## config.mk

```make
export PLATFORM = sky130hd
export DESIGN_NAME = seq_detect_prog_flat
export DESIGN_NICKNAME = d
export VERILOG_FILES = /design/src/rtl/seq_detect_prog_if.sv /design/src/rtl/seq_detect_prog.sv /design/src/flat_wrapper.sv
export SDC_FILE = /design/constraint.sdc
export NUM_CORES = 1
export LEC_CHECK = 0
export CORE_MARGIN = 3
export CORE_UTILIZATION = 52
export CTS_BUF_LIST = sky130_fd_sc_hd__clkbuf_8
export DETAILED_ROUTE_END_ITERATION = 10
export PLACE_DENSITY = 0.89
export SLEW_MARGIN = 20
export SYNTH_ARGS = -nofsm -noshare
export SYNTH_HDL_FRONTEND = slang
export SYNTH_SLANG_ARGS = --single-unit
```

## constraint.sdc

```tcl
create_clock -name clk -period 2.8 [get_ports clk]
set_input_delay 0.56 -clock clk [delete_from_list [all_inputs] [get_ports clk]]
set_output_delay 0.56 -clock clk [all_outputs]
set_load 0.01 [all_outputs]
```

## src/rtl/seq_detect_prog_if.sv

```systemverilog
// Serial pattern-detector bus: data/control inputs toward the detector
// and match/status outputs back to the host.
interface seq_detect_prog_if #(
    parameter int PAT_W = 4,
    parameter int CNT_W = 8
);
    logic             din;
    logic             din_valid;
    logic             pat_load;
    logic [PAT_W-1:0] pat_in;
    logic             overlap_en;
    logic             cnt_clr;
    logic             match;
    logic [CNT_W-1:0] match_cnt;
    logic             searching;

    modport master (
        output din, din_valid, pat_load, pat_in, overlap_en, cnt_clr,
        input  match, match_cnt, searching
    );

    modport slave (
        input  din, din_valid, pat_load, pat_in, overlap_en, cnt_clr,
        output match, match_cnt, searching
    );
endinterface

```

## src/rtl/seq_detect_prog.sv

```systemverilog
// Programmable serial bit-pattern detector with overlap control, valid
// qualification and a saturating match counter.
module seq_detect_prog #(
    parameter int               PAT_W   = 4,
    parameter logic [PAT_W-1:0] PAT_RST = 4'b1001,
    parameter int               CNT_W   = 8
) (
    input  logic             clk,
    input  logic             rst,
    seq_detect_prog_if.slave bus
);
    localparam logic [0:0] FILL   = 1'b0;
    localparam logic [0:0] SEARCH = 1'b1;

    localparam int               FW        = $clog2(PAT_W + 1);
    localparam logic [FW-1:0]    FILL_LAST = FW'(PAT_W - 1);
    localparam logic [CNT_W-1:0] CNT_MAX   = '1;

    logic [PAT_W-1:0] pattern_reg, pattern_next;
    logic [PAT_W-1:0] hist_reg, hist_next;
    logic [FW-1:0]    fill_reg, fill_next;
    logic [0:0]       state_reg, state_next;
    logic             match_reg, match_next;
    logic [CNT_W-1:0] cnt_reg, cnt_next;

    logic             accept;
    logic             hit;
    logic [PAT_W-1:0] cand;

    assign accept = bus.din_valid & ~bus.pat_load;
    assign cand   = {hist_reg[PAT_W-2:0], bus.din};
    // In FILL the candidate is only complete when this bit is the PAT_W-th one.
    assign hit    = accept && (cand == pattern_reg)
                    && ((state_reg == SEARCH) || (fill_reg == FILL_LAST));

    always_comb begin
        pattern_next = pattern_reg;
        hist_next    = hist_reg;
        fill_next    = fill_reg;
        state_next   = state_reg;
        match_next   = hit;
        cnt_next     = cnt_reg;

        if (bus.pat_load) begin
            pattern_next = bus.pat_in;
            hist_next    = '0;
            fill_next    = '0;
            state_next   = FILL;
        end else if (accept) begin
            if (hit && !bus.overlap_en) begin
                hist_next  = '0;
                fill_next  = '0;
                state_next = FILL;
            end else begin
                hist_next = cand;
                if (state_reg == FILL) begin
                    fill_next = fill_reg + FW'(1);
                    if (fill_reg == FILL_LAST) begin
                        state_next = SEARCH;
                    end
                end
            end
        end

        // A clear coinciding with a match leaves the new match counted.
        if (bus.cnt_clr) begin
            cnt_next = hit ? CNT_W'(1) : '0;
        end else if (hit && (cnt_reg != CNT_MAX)) begin
            cnt_next = cnt_reg + CNT_W'(1);
        end
    end

    always_ff @(posedge clk or posedge rst) begin
        if (rst) begin
            pattern_reg <= PAT_RST;
            hist_reg    <= '0;
            fill_reg    <= '0;
            state_reg   <= FILL;
            match_reg   <= 1'b0;
            cnt_reg     <= '0;
        end else begin
            pattern_reg <= pattern_next;
            hist_reg    <= hist_next;
            fill_reg    <= fill_next;
            state_reg   <= state_next;
            match_reg   <= match_next;
            cnt_reg     <= cnt_next;
        end
    end

    assign bus.match     = match_reg;
    assign bus.match_cnt = cnt_reg;
    assign bus.searching = (state_reg == SEARCH);
endmodule

```

## src/flat_wrapper.sv

```systemverilog
// flat-port wrapper written by rule: the top's interface ports become plain ports
module seq_detect_prog_flat 
#(
    parameter int               PAT_W   = 4,
    parameter logic [PAT_W-1:0] PAT_RST = 4'b1001,
    parameter int               CNT_W   = 8
)
  (clk, rst, bus_din, bus_din_valid, bus_pat_load, bus_pat_in, bus_overlap_en, bus_cnt_clr, bus_match, bus_match_cnt, bus_searching);
  seq_detect_prog_if #(.PAT_W(PAT_W), .CNT_W(CNT_W)) bus_i ();
  input  logic clk;
  input  logic rst;
  input wire logic [$bits(bus_i.din)-1:0] bus_din;
  input wire logic [$bits(bus_i.din_valid)-1:0] bus_din_valid;
  input wire logic [$bits(bus_i.pat_load)-1:0] bus_pat_load;
  input wire logic [$bits(bus_i.pat_in)-1:0] bus_pat_in;
  input wire logic [$bits(bus_i.overlap_en)-1:0] bus_overlap_en;
  input wire logic [$bits(bus_i.cnt_clr)-1:0] bus_cnt_clr;
  output wire logic [$bits(bus_i.match)-1:0] bus_match;
  output wire logic [$bits(bus_i.match_cnt)-1:0] bus_match_cnt;
  output wire logic [$bits(bus_i.searching)-1:0] bus_searching;
  assign bus_i.din = bus_din;
  assign bus_i.din_valid = bus_din_valid;
  assign bus_i.pat_load = bus_pat_load;
  assign bus_i.pat_in = bus_pat_in;
  assign bus_i.overlap_en = bus_overlap_en;
  assign bus_i.cnt_clr = bus_cnt_clr;
  assign bus_match = bus_i.match;
  assign bus_match_cnt = bus_i.match_cnt;
  assign bus_searching = bus_i.searching;
  seq_detect_prog #(.PAT_W(PAT_W), .PAT_RST(PAT_RST), .CNT_W(CNT_W)) u_core (.clk(clk), .rst(rst), .bus(bus_i));
endmodule
```

==> results.py <==
metrics = {
    "sta": {
        "relSlewSlack": 0.496,
        "fmax_mhz": 421,
        "holdWs_ns": 0.540,
        "period_share": 0.848,
        "skew_ns": 0.00652,
        "period_needed_ns": 2.38,
        "max_slew.worst_pin.slew_ns": 0.755,
        "layout_setup_ws_ns": 0.425,
        "finalMaxSlewViolations": 0,
        "tns_ns": 0,
        "rsz0062_at_grt": "no",
        "setup_viol": 0,
        "hold_violations": 0,
    },
    "global_route": {
        "grt-ovfl-total": 0,
        "antenna_found_initial": 0,
        "grt_pass1_wl_um": 3920,
        "grt_usage": 0.206,
        "grt_max_degree": 21,
        "grt_pass1_vias": 875,
    },
    "setup_path": {
        "crit_arrival_ns": 2.56,
        "critPathLaunchType": "primary input",
        "rr_worst_depth": 6,
        "crit_type": "primary input to flop",
        "rrSetupSlack_ns": 0.49,
        "r2r_end": "u_core.bus.match_cnt[5]",
        "required_ns": 2.99,
        "crit_path_end_kind": "flop",
        "r2r-start": "u_core.fill_reg[0]",
        "crit_fanout": 7,
    },
    "clock_tree": {
        "h-tree-depth": 1,
        "cts_buffer_depth": 2,
        "path_clk_slew_ns": 0.08,
        "post-cts-setup-buffers": 0,
        "cts_tree": "built",
        "postCtsResizedCells": 0,
        "numCtsBuffers": 3,
        "clock_latency_ns": 0.26,
        "cts_hold_buffers": 0,
        "clkSinkCount": 20,
        "clock_tree.root_cell": "clkbuf_8",
    },
    "route": {
        "wl_per_cell_um": 16.0,
        "ant_nets": 0,
        "vias": 911,
        "vias_per_cell": 6.11,
        "drc": 0,
        "drtIter0Drc": 31,
        "totalWireLength_um": 2380,
        "dr.pass1.iters": 4,
    },
    "pwr": {
        "p_per_area_nw_per_um2": 493,
        "p_leak_nw": 0.550,
        "ir_drop_v": 0.000373,
    },
    "yosys": {
        "syn_inst": 103,
        "ys_warn_count": 0,
        "synthFlopType": "dfrtp_1",
        "synth_seq_cells": 20,
        "synth.avg_cell_area_um2": 10.1,
        "synth_top_cell_area_share": 0.432,
        "synth_area_leader_cell": "dfrtp_1",
        "yosys-top-cells-area": "dfrtp_1, dfstp_2, mux2_2, xnor2_1, ha_1",
        "syn-num-nets": 117,
        "synthArstFlopShare": 1.00,
        "seq_area_frac_synth": 0.483,
        "synthDistinctLibCells": 32,
        "syn_area_um2": 1040,
        "synth_edf_count": 0,
    },
    "placement": {
        "place_ws_ns": 0.206,
        "gp_congestion": 0.818,
        "hpwl_um": 1640,
        "io_buffers": 20,
    },
    "floorplan": {
        "rows": 15,
        "initial_core_util": 0.578,
        "core_um2": 1800,
        "num_io_pins": 21,
        "die_h_um": 50.8,
        "die_area_um2": 2580,
        "die_x_um": 50.8,
    },
    "worst_hold_path": {
        "min_from": "u_core.pattern_reg[1]",
        "hold_end": "u_core.pattern_reg[1]",
        "hold_path.class": "flop to flop",
        "holdPathStages": 1,
    },
    "cells_and_area": {
        "finish.utilization": 0.743,
        "num_antenna_cells": 0,
        "fill_cells": 128,
        "final_layout_size_suffix_gt1_frac": 0.113,
        "nets": 139,
        "largest_register_ffs": 8,
        "area_growth_pct": 28.5,
    },
    "flow_run": {
        "cap_violations": 0,
    },
    "run_status": {
        "outcome": "complete, no violations",
    },
}
[power by group]
part	switching [mW]	internal [mW]
logic	0.0316	0.0334
registers	0.00818	0.301
clock network	0.0952	0.191
total	0.135	0.525
[worst max-delay path by stage]
stage | endpoint | cells past startpoint | startpoint | slack, ns
2_1_floorplan | u_core.bus.match_cnt[5] | 7 | u_core.fill_reg[0] | 0.73
3_3_place_gp | u_core.bus.match_cnt[7] | 6 | bus_din | 0.30
6_report | u_core.bus.match_cnt[5] | 6 | bus_din | 0.42
3_5_place_dp | u_core.bus.match_cnt[5] | 6 | bus_din | 0.21
4_1_cts | u_core.bus.match_cnt[5] | 6 | bus_din | 0.46
5_1_grt | u_core.bus.match_cnt[5] | 6 | bus_din | 0.39
[final cells by class]
cell class / instances / area, µm² / area share
sequential: 20 / 503 / 0.376
multi-input combinational: 73 / 499 / 0.373
timing repair buffer: 22 / 215 / 0.161
clock buffer: 3 / 41.3 / 0.0308
tap: 25 / 31.3 / 0.0234
clock inverter: 1 / 30.0 / 0.0224
inverter: 5 / 18.8 / 0.0140
[stage by stage]
step | cell area, µm² | cells | power, mW
5_1_grt | 1340 | 149 | 0.686
2_1_floorplan | 1040 | 103 | 0.352
6_report | 1340 | 149 | 0.660
3_3_place_gp | 1270 | 145 | 0.376
3_5_place_dp | 1270 | 145 | 0.378
4_1_cts | 1340 | 149 | 0.661
[cell usage after synthesis, types with 2 or more instances]
library cell  count
ha_1              3
mux2i_1           2
xnor2_1           5
o31ai_1           2
nor2b_1           3
dfstp_2           2
a31oi_1           5
mux2_2            4
nand3_1           6
dfrtp_1          18
nand2_1           5
nor2_1           10
clkbuf_2          2
a21oi_1           3
nor3_1            2
nand2b_1          4
nor4_1            4
or4_1             3
inv_1             5
clkbuf_1          3
[worst max-delay path: stages]
cell and delay (ns):
clkdlybuf4s50_1 0.50, xnor2_1 0.13, nand2_1 0.16, or3_1 0.51
or4_1 0.53, a21oi_1 0.16
[placed cells by master, fill, tap and decap left out, types with 2 or more instances in the layout]
cell	instances
nand2b_1	4
a21oi_1	3
nand3_1	6
dfrtp_1	18
buf_4	2
nor4_1	4
inv_1	5
a31oi_1	5
mux2i_1	2
mux2_2	4
xnor2_1	5
nand2_1	5
clkbuf_8	3
o31ai_1	2
dfstp_2	2
ha_1	3
nor2b_1	3
or4_1	3
nor2_1	10
nor3_1	2
clkdlybuf4s50_1	20
[logic make-up (layout without fill, tap and decap cells)]
family / after synthesis / count (layout) / share of synthesized area
xor gates and xnor gates: 7 / 7 / 0.0660
muxes: 6 / 6 / 0.0624
AOI/OAI and AO/OA: 15 / 15 / 0.101
and+or+nand+nor: 42 / 42 / 0.214
DFF: 20 / 20 / 0.483
adders and majority gates: 3 / 3 / 0.0360
buffers and inverters: 10 / 31 / 0.0384
[routing by layer]
metal / vias to the layer above / GRT usage / part of all wire
met1: 429 / 0.239 / 0.40
met5: - / 0 / 0
met2: 57 / 0.354 / 0.50
met4: 0 / 0.112 / 0.037
li1: 409 / - / -
met3: 16 / 0.0386 / 0.065
No activity file was read; power rests on OpenSTA's default activity.
